$ cat config.mk
export PLATFORM = sky130hd
export DESIGN_NAME = spi_xfer_ctrl
export DESIGN_NICKNAME = d
export VERILOG_FILES = /design/src/rtl/spi_pkg.sv /design/src/rtl/spi_xfer_ctrl_clk_gen.sv /design/src/rtl/spi_xfer_ctrl.sv
export SDC_FILE = /design/constraint.sdc
export NUM_CORES = 1
export LEC_CHECK = 0
export BUFFER_PORTS_ARGS = -buffer_cell sky130_fd_sc_hd__buf_2
export CORE_AREA = 3 3 67 69
export CTS_BUF_LIST = sky130_fd_sc_hd__clkbuf_8
export DETAILED_ROUTE_END_ITERATION = 10
export DIE_AREA = 0 0 70 72
export SYNTH_ARGS = -nofsm -noshare
export SYNTH_HDL_FRONTEND = slang
export SYNTH_HIERARCHICAL = 1
export SYNTH_SLANG_ARGS = --single-unit
$ cat constraint.sdc
create_clock -name clk_ext -period 3.1 [get_ports clk_ext]
set_input_delay 0.62 -clock clk_ext [delete_from_list [all_inputs] [get_ports clk_ext]]
set_output_delay 0.62 -clock clk_ext [all_outputs]
set_load 0.1 [all_outputs]
$ cat src/rtl/spi_pkg.sv
// spi_pkg: shared FSM state encoding and default sizing for the SPI transfer controller
package spi_pkg;
   localparam int DATA_W_DEF  = 8;
   localparam int CLK_DIV_DEF = 4;
   typedef enum logic [2:0] {IDLE, LEAD, XFER, TRAIL, DONE} state_t;
endpackage

$ cat src/rtl/spi_xfer_ctrl_clk_gen.sv
// spi_clk_gen: half-period divider (run/xfer/idle flags, cpol levels, current sclk in; hp_end, lead_edge, trail_edge, sclk_nxt out)
module spi_clk_gen import spi_pkg::*; #(
   parameter int CLK_DIV = CLK_DIV_DEF
) (
   input  logic clk_ext,
   input  logic reset_n,
   input  logic run,
   input  logic xfer,
   input  logic idle,
   input  logic cpol_in,
   input  logic cpol,
   input  logic sclk,
   output logic hp_end,
   output logic lead_edge,
   output logic trail_edge,
   output logic sclk_nxt
);
   localparam int CW = $clog2(CLK_DIV);
   localparam logic [CW-1:0] HP_MAX = CW'(CLK_DIV - 1);
   logic [CW-1:0] cnt;
   always_ff @(posedge clk_ext or negedge reset_n)
      if (!reset_n) cnt <= '0;
      else cnt <= (!run || hp_end) ? '0 : cnt + 1'b1;
   always_comb begin
      hp_end     = run && cnt == HP_MAX;
      lead_edge  = xfer && hp_end && sclk == cpol;
      trail_edge = xfer && hp_end && sclk != cpol;
      sclk_nxt   = idle ? cpol_in : xfer ? sclk ^ hp_end : cpol;
   end
endmodule

$ cat src/rtl/spi_xfer_ctrl.sv
// spi_xfer_ctrl: SPI master for one DATA_W transfer (start/CPOL/CPHA/tx_data in; SCLK/MOSI/CS_n/MISO serial; shift/busy/done/rx_data status)
module spi_xfer_ctrl import spi_pkg::*; #(
   parameter int CLK_DIV = CLK_DIV_DEF,
   parameter int DATA_W  = DATA_W_DEF
) (
   input  logic              clk_ext,
   input  logic              reset_n,
   input  logic              CPOL,
   input  logic              CPHA,
   input  logic              start,
   input  logic [DATA_W-1:0] tx_data,
   input  logic              MISO,
   output logic              SCLK,
   output logic              MOSI,
   output logic              CS_n,
   output logic              shift,
   output logic              busy,
   output logic              done,
   output logic [DATA_W-1:0] rx_data
);
   localparam int EW = $clog2(2 * DATA_W + 1);
   localparam logic [EW-1:0] E_LAST = EW'(2 * DATA_W - 1);
   state_t state, state_nxt;
   logic rdy, cpol_q, cpha_q, run, xfer, idle, accept;
   logic hp_end, lead_edge, trail_edge, sclk_nxt, tx_adv, rx_smp;
   logic [EW-1:0] ecnt;
   logic [DATA_W-1:0] tx_sr, rx_sr;
   assign idle   = state == IDLE;
   assign xfer   = state == XFER;
   assign run    = state inside {LEAD, XFER, TRAIL};
   // rdy holds off acceptance for the first edge after reset release
   assign accept = idle && start && rdy;
   // CPHA=1 already shows the first bit in LEAD, so edge 1 does not advance
   assign tx_adv = cpha_q ? lead_edge && ecnt != '0 : trail_edge && ecnt != E_LAST;
   assign rx_smp = cpha_q ? trail_edge : lead_edge;
   assign MOSI   = run ? tx_sr[DATA_W-1] : 1'b1;
   assign CS_n   = !run;
   assign busy   = run;
   assign shift  = xfer;
   assign done   = state == DONE;
   spi_clk_gen #(.CLK_DIV(CLK_DIV)) u_clk_gen (
      .clk_ext    (clk_ext),
      .reset_n    (reset_n),
      .run        (run),
      .xfer       (xfer),
      .idle       (idle),
      .cpol_in    (CPOL),
      .cpol       (cpol_q),
      .sclk       (SCLK),
      .hp_end     (hp_end),
      .lead_edge  (lead_edge),
      .trail_edge (trail_edge),
      .sclk_nxt   (sclk_nxt)
   );
   always_ff @(posedge clk_ext or negedge reset_n)
      if (!reset_n) state <= IDLE;
      else state <= state_nxt;
   always_comb begin
      state_nxt = accept                                 ? LEAD  :
                  state == LEAD && hp_end                ? XFER  :
                  xfer && hp_end && ecnt == E_LAST       ? TRAIL :
                  state == TRAIL && hp_end               ? DONE  :
                  state == DONE                          ? IDLE  : state;
   end
   always_ff @(posedge clk_ext or negedge reset_n)
      if (!reset_n) begin
         rdy     <= 1'b0;
         cpol_q  <= 1'b0;
         cpha_q  <= 1'b0;
         ecnt    <= '0;
         tx_sr   <= '0;
         rx_sr   <= '0;
         rx_data <= '0;
         SCLK    <= 1'b1;
      end else begin
         rdy  <= 1'b1;
         SCLK <= sclk_nxt;
         if (accept) begin
            cpol_q <= CPOL;
            cpha_q <= CPHA;
            tx_sr  <= tx_data;
            rx_sr  <= '0;
            ecnt   <= '0;
         end else begin
            if (xfer && hp_end) ecnt <= ecnt + 1'b1;
            if (tx_adv) tx_sr <= {tx_sr[DATA_W-2:0], 1'b0};
            if (rx_smp) rx_sr <= {rx_sr[DATA_W-2:0], MISO};
            if (state == TRAIL && hp_end) rx_data <= rx_sr;
         end
      end
endmodule

==> results.yml, run 1 <==
global_route:
  grt_pass1_vias: 1173
  grtUsageTotal_pct: 13.8
  antenna_found_initial: 0
  grt_overflow: 0
  grt_pass1_wl_um: 5460
  grt_max_degree: 39
critical_path:
  crit_fanout: 8
  critPathKind: "register to register"
  worstReg2RegEnd: "tx_sr[4]"
  critPathRequiredTime_ns: 3.27
  start_kind: "register"
  timing.rr.start: "state[0]"
  crit_arrival_ns: 2.48
  worst_setup_path_end_kind: "register"
  worstRegToRegCells: 8
  regToRegSetupSlack_ns: 0.79
routing:
  antenna_left: 0
  wl_per_cell_um: 13.2
  num_vias: 1195
  finalWirelength_um: 3100
  drtIter0Drc: 75
  vias_per_cell: 5.09
  dr.pass1.iters: 4
  drc: 0
cts:
  h-tree-depth: 2
  postCtsHoldBufs: 0
  clockBufferDepth: 2
  cts_tree: "done"
  post_cts_buffers: 0
  clock_latency_ns: 0.29
  clkTransAtPathRegs_ns: 0.08
  cts_resized: 0
  cts_buffers: 5
  clockRootBuffer: "clkbuf_8"
  clock-sinks: 38
cells_and_area:
  fin_cells: 235
  post-route-cell-area_sq_mm: 0.00203
  fillers: 379
  area_growth_pct: 14.7
  final_nets: 203
  diodes: 0
  drive_gt1_share_pct: 29.2
sta:
  hold_viol: 0
  worstMarginPinSlew_ns: 0.843
  finalMaxSlewViolations: 0
  slew_headroom_pct: 43.8
  setup_viol: 0
  fin_setup_tns_ns: 0
  fin_skew_ns: 0.00643
  rsz0062_at_grt: "false"
  timing.fmax_mhz: 432
  period_minus_slack_ns: 2.31
  finalCritPeriodShare_pct: 74.6
synth:
  ys_ff_latch: 38
  avgSynthCellArea_sq_um: 11.3
  synth_cell_types: 33
  yosys_warnings: 6
  synth_top_area_share_pct: 52.3
  synth_common_cells: "dfrtp_1 (37), nor2_1 (27), mux2i_1 (15), nand2_1 (12)"
  synth_top_cells_by_area: "dfrtp_1 (52%), mux2i_1 (8.5%), mux2_2 (5.7%), nor2_1 (5.7%), ha_1 (2.8%)"
  synth-seq-area-share_pct: 53.8
  yosysTopAreaCell: "dfrtp_1"
  async_flop_share_pct: 100
  synthCells: 157
  syn-cell-area_sq_mm: 0.00177
  synth_edf_count: 0
  synth-main-ff-cell: "dfrtp_1"
  syn_nets: 175
  yosysMostFrequentCell: "dfrtp_1"
die:
  dieHeight_um: 72
  rows: 23
  die_w_um: 70
  fp.dieArea_sq_mm: 0.00504
  start_util_pct: 44.6
  core_area_sq_mm: 0.00397
  ios: 28
job:
  drv_cap: 0
placement:
  io_buffers: 27
  postPlaceCellArea_sq_mm: 0.00195
  routabilityCongestion: 0.727
  dp_cells: 228
  hpwl_um: 2100
worst_hold_path:
  hp-class: "input port to asynchronous set/reset pin"
run_status:
  status: "finished clean"
-- routing by layer --
layer  track usage [%]  wire (um)  vias up
li1                  -          -      586
met1              18.1       1400      572
met2              21.1       1500       28
met3              3.46        131        9
met4              7.66         74        0
met5                 0          0        -
-- cells in the final DEF, fill, tap and decap left out, types with 2 or more instances in the layout --
cell type | Yosys | routed
dfrtp_1 | 37 | 37
buf_2 | 6 | 27
nor2_1 | 27 | 26
mux2i_1 | 15 | 15
nand2_1 | 12 | 12
mux2_2 | 9 | 9
a21oi_1 | 9 | 9
inv_1 | 5 | 5
clkbuf_8 | 0 | 5
and3_1 | 4 | 4
xor2_1 | 4 | 4
ha_1 | 4 | 4
nand2b_1 | 2 | 2
a22o_1 | 2 | 2
clkinv_2 | 0 | 2
-- flip-flops by register name, summed over array words and instances (netlist names) --
name,cells
SCLK,1
cpha_q,1
cpol_q,1
ecnt,5
rdy,1
rx_data,8
rx_sr,8
state,3
tx_sr,8
u_clk_gen/cnt,2
-- critical path, stage by stage, from the launching register on --
cell     delay (ns)
dfrtp_1        0.52
nor2_1         0.12
nor2_2         0.20
and2_2         0.24
and3_1         0.20
inv_1          0.07
o32ai_4        0.49
mux2i_1        0.25
a21oi_1        0.08
-- stage by stage --
| stage | setup slack, ns | hold WS, ns | util [%] |
|---|---|---|---|
| final | 0.787 | 0.426 | 51.1 |
| after floorplan | 0.193 | 0.324 | - |
| after CTS | 0.758 | 0.451 | 51.1 |
| after global routing | 0.550 | 0.476 | 51.1 |
| after detailed placement | 0.795 | 0.440 | 49.1 |
| after global placement | 0.894 | 0.433 | 49.1 |
-- area by class of cell --
class                   count  area, sq um  area share (%)
repair buffers             28          143            7.02
inverters                   5         18.8           0.924
well taps                  50         62.6            3.08
clock buffers               5         68.8            3.39
flip-flops and latches     38          952            46.9
clock inverters             2         10.0           0.493
multi-input cells         107          776            38.2
-- cells by family (layout without fill, tap and decap cells) --
kind of cell | after synthesis | in the layout | synth area share, %
other | 1 | 1 | 0.212
flip-flops | 38 | 38 | 53.8
adder cells (fa/ha/maj) | 4 | 4 | 2.83
AND/OR/NAND/NOR | 57 | 57 | 16.3
XOR/XNOR | 5 | 5 | 2.47
multiplexers | 25 | 25 | 15.0
buffers and inverters | 12 | 40 | 3.18
AO/OA/AOI/OAI | 15 | 15 | 6.22
-- worst max path at each step --
stage,cells past startpoint,endpoint,from
detailed placement,8,tx_sr[4],state[0]
finish,8,tx_sr[4],state[0]
global placement,8,tx_sr[3],state[0]
floorplan,9,tx_sr[1],state[0]
CTS,8,tx_sr[4],state[0]
global route,8,tx_sr[1],state[0]
Power of run 1 is left out: the tool's default activity adds up to more than one toggle a clock period on the data nets, which glitch-free logic cannot reach.
==> run 2: changes to the inputs <==
- clock period: 3.1 -> 2.2 ns (I/O delays scaled with it)
==> results.yml, run 2 (synthesis results as in run 1) <==
sta:
  finalMaxSlewViolations: 0
  fin_setup_tns_ns: 0
  worstMarginPinSlew_ns: 0.833
  fin_skew_ns: 0.00566
  rsz0062_at_grt: "false"
  hold_viol: 0
  setup_viol: 0
  timing.fmax_mhz: 489
  period_minus_slack_ns: 2.05
  slew_headroom_pct: 44.5
  finalCritPeriodShare_pct: 93.0
  hold_ws_ns: 0.242
routing:
  antenna_left: 0
  num_vias: 1187
  wl_per_cell_um: 13.2
  finalWirelength_um: 3160
  drc: 0
  dr.pass1.iters: 6
  drtIter0Drc: 46
  vias_per_cell: 4.95
cts:
  postCtsHoldBufs: 0
  clockBufferDepth: 2
  cts_buffers: 5
  clkTransAtPathRegs_ns: 0.07
  clock-sinks: 38
  h-tree-depth: 2
  cts_tree: "done"
  clockRootBuffer: "clkbuf_8"
  clock_latency_ns: 0.28
cells_and_area:
  final_cell_mix: "dfrtp_1 (35), buf_2 (27), nor2_1 (26)"
  drive_gt1_share_pct: 33.2
  diodes: 0
  multiInputGateArea_sq_um: 787
  postLayoutCoreUtil_pct: 53.6
  seq_area_sq_um: 955
  post-route-cell-area_sq_mm: 0.00213
  reg_top3: "rx_data (8), rx_sr (8), tx_sr (8)"
  fillers: 365
  mostFrequentLayoutCell: "dfrtp_1"
  final_nets: 208
  area_growth_pct: 20.2
placement:
  routabilityCongestion: 0.698
  io_buffers: 27
  hpwl_um: 2260
  postPlaceCellArea_sq_mm: 0.00199
critical_path:
  worst-path-buf-inv: 1
  start_kind: "register"
  crit_family: "flip-flops"
  crit_fanout: 11
  worstPathCellList: "nor3b_4 > buf_2"
  critPathRequiredTime_ns: 1.76
  critPathKind: "register to output port"
  slowest_delay_ns: 0.53
  worst_setup_path_end_kind: "output port"
  regToRegSetupSlack_ns: 0.22
  crit_arrival_ns: 1.61
  cp_slowest_cell: "dfrtp_1"
global_route:
  antenna_found_initial: 0
  grt_max_degree: 39
  grt_pass1_wl_um: 5590
  grtUsageTotal_pct: 14.2
  grt_pass1_vias: 1218
  grt_overflow: 0
die:
  die_w_um: 70
  rows: 23
  dieHeight_um: 72
  core_area_sq_mm: 0.00397
  fp.dieArea_sq_mm: 0.00504
  start_util_pct: 44.6
  ios: 28
worst_hold_path:
  hp-class: "input port to asynchronous set/reset pin"
run_status:
  status: "finished clean"
job:
  drv_cap: 0
-- run 2: cell type report --
class                   count  share of cell area [%]
flip-flops and latches     38                    44.9
repair buffers             33                    9.05
well taps                  50                    2.94
inverters                   5                   0.882
clock inverters             1                    1.41
clock buffers               6                    3.88
multi-input cells         107                    37.0
-- run 2: final timing paths --
kind | start | to | depth (start not counted)
worst max-delay path | state[2] | shift | 2
worst min-delay path | reset_n | u_clk_gen/cnt[0] | 1
worst max register to register | state[0] | tx_sr[4] | 10
worst min register to register | u_clk_gen/cnt[0] | u_clk_gen/cnt[0] | 1
max in group asynchronous | reset_n | state[0] | 1
min in group clk_ext | CPHA | cpha_q | 3
-- run 2: timing repair --
action                                  in CTS  in global routing
endpoints found under the setup margin       0                  7
setup buffers                                0                  1
gates resized for setup                      0                  2
-- run 2: per-layer routing --
metal  global-route usage, %  vias to the layer above  wire (um)
met1                    17.1                      570       1410
met2                    24.1                       20       1560
met4                    5.11                        0         52
met3                    4.29                        6        142
li1                        -                      591          -
met5                       0                        -          0
-- run 2: stage by stage --
| step | worst slack [ns] | cells |
|---|---|---|
| finish | 0.154 | 240 |
| global route | 0.0288 | 240 |
| CTS | 0.0155 | 239 |
| detailed placement | 0.0307 | 232 |
| global placement | 0.103 | 232 |
| floorplan | -0.435 | 157 |
Power of run 2 is left out for the same reason.
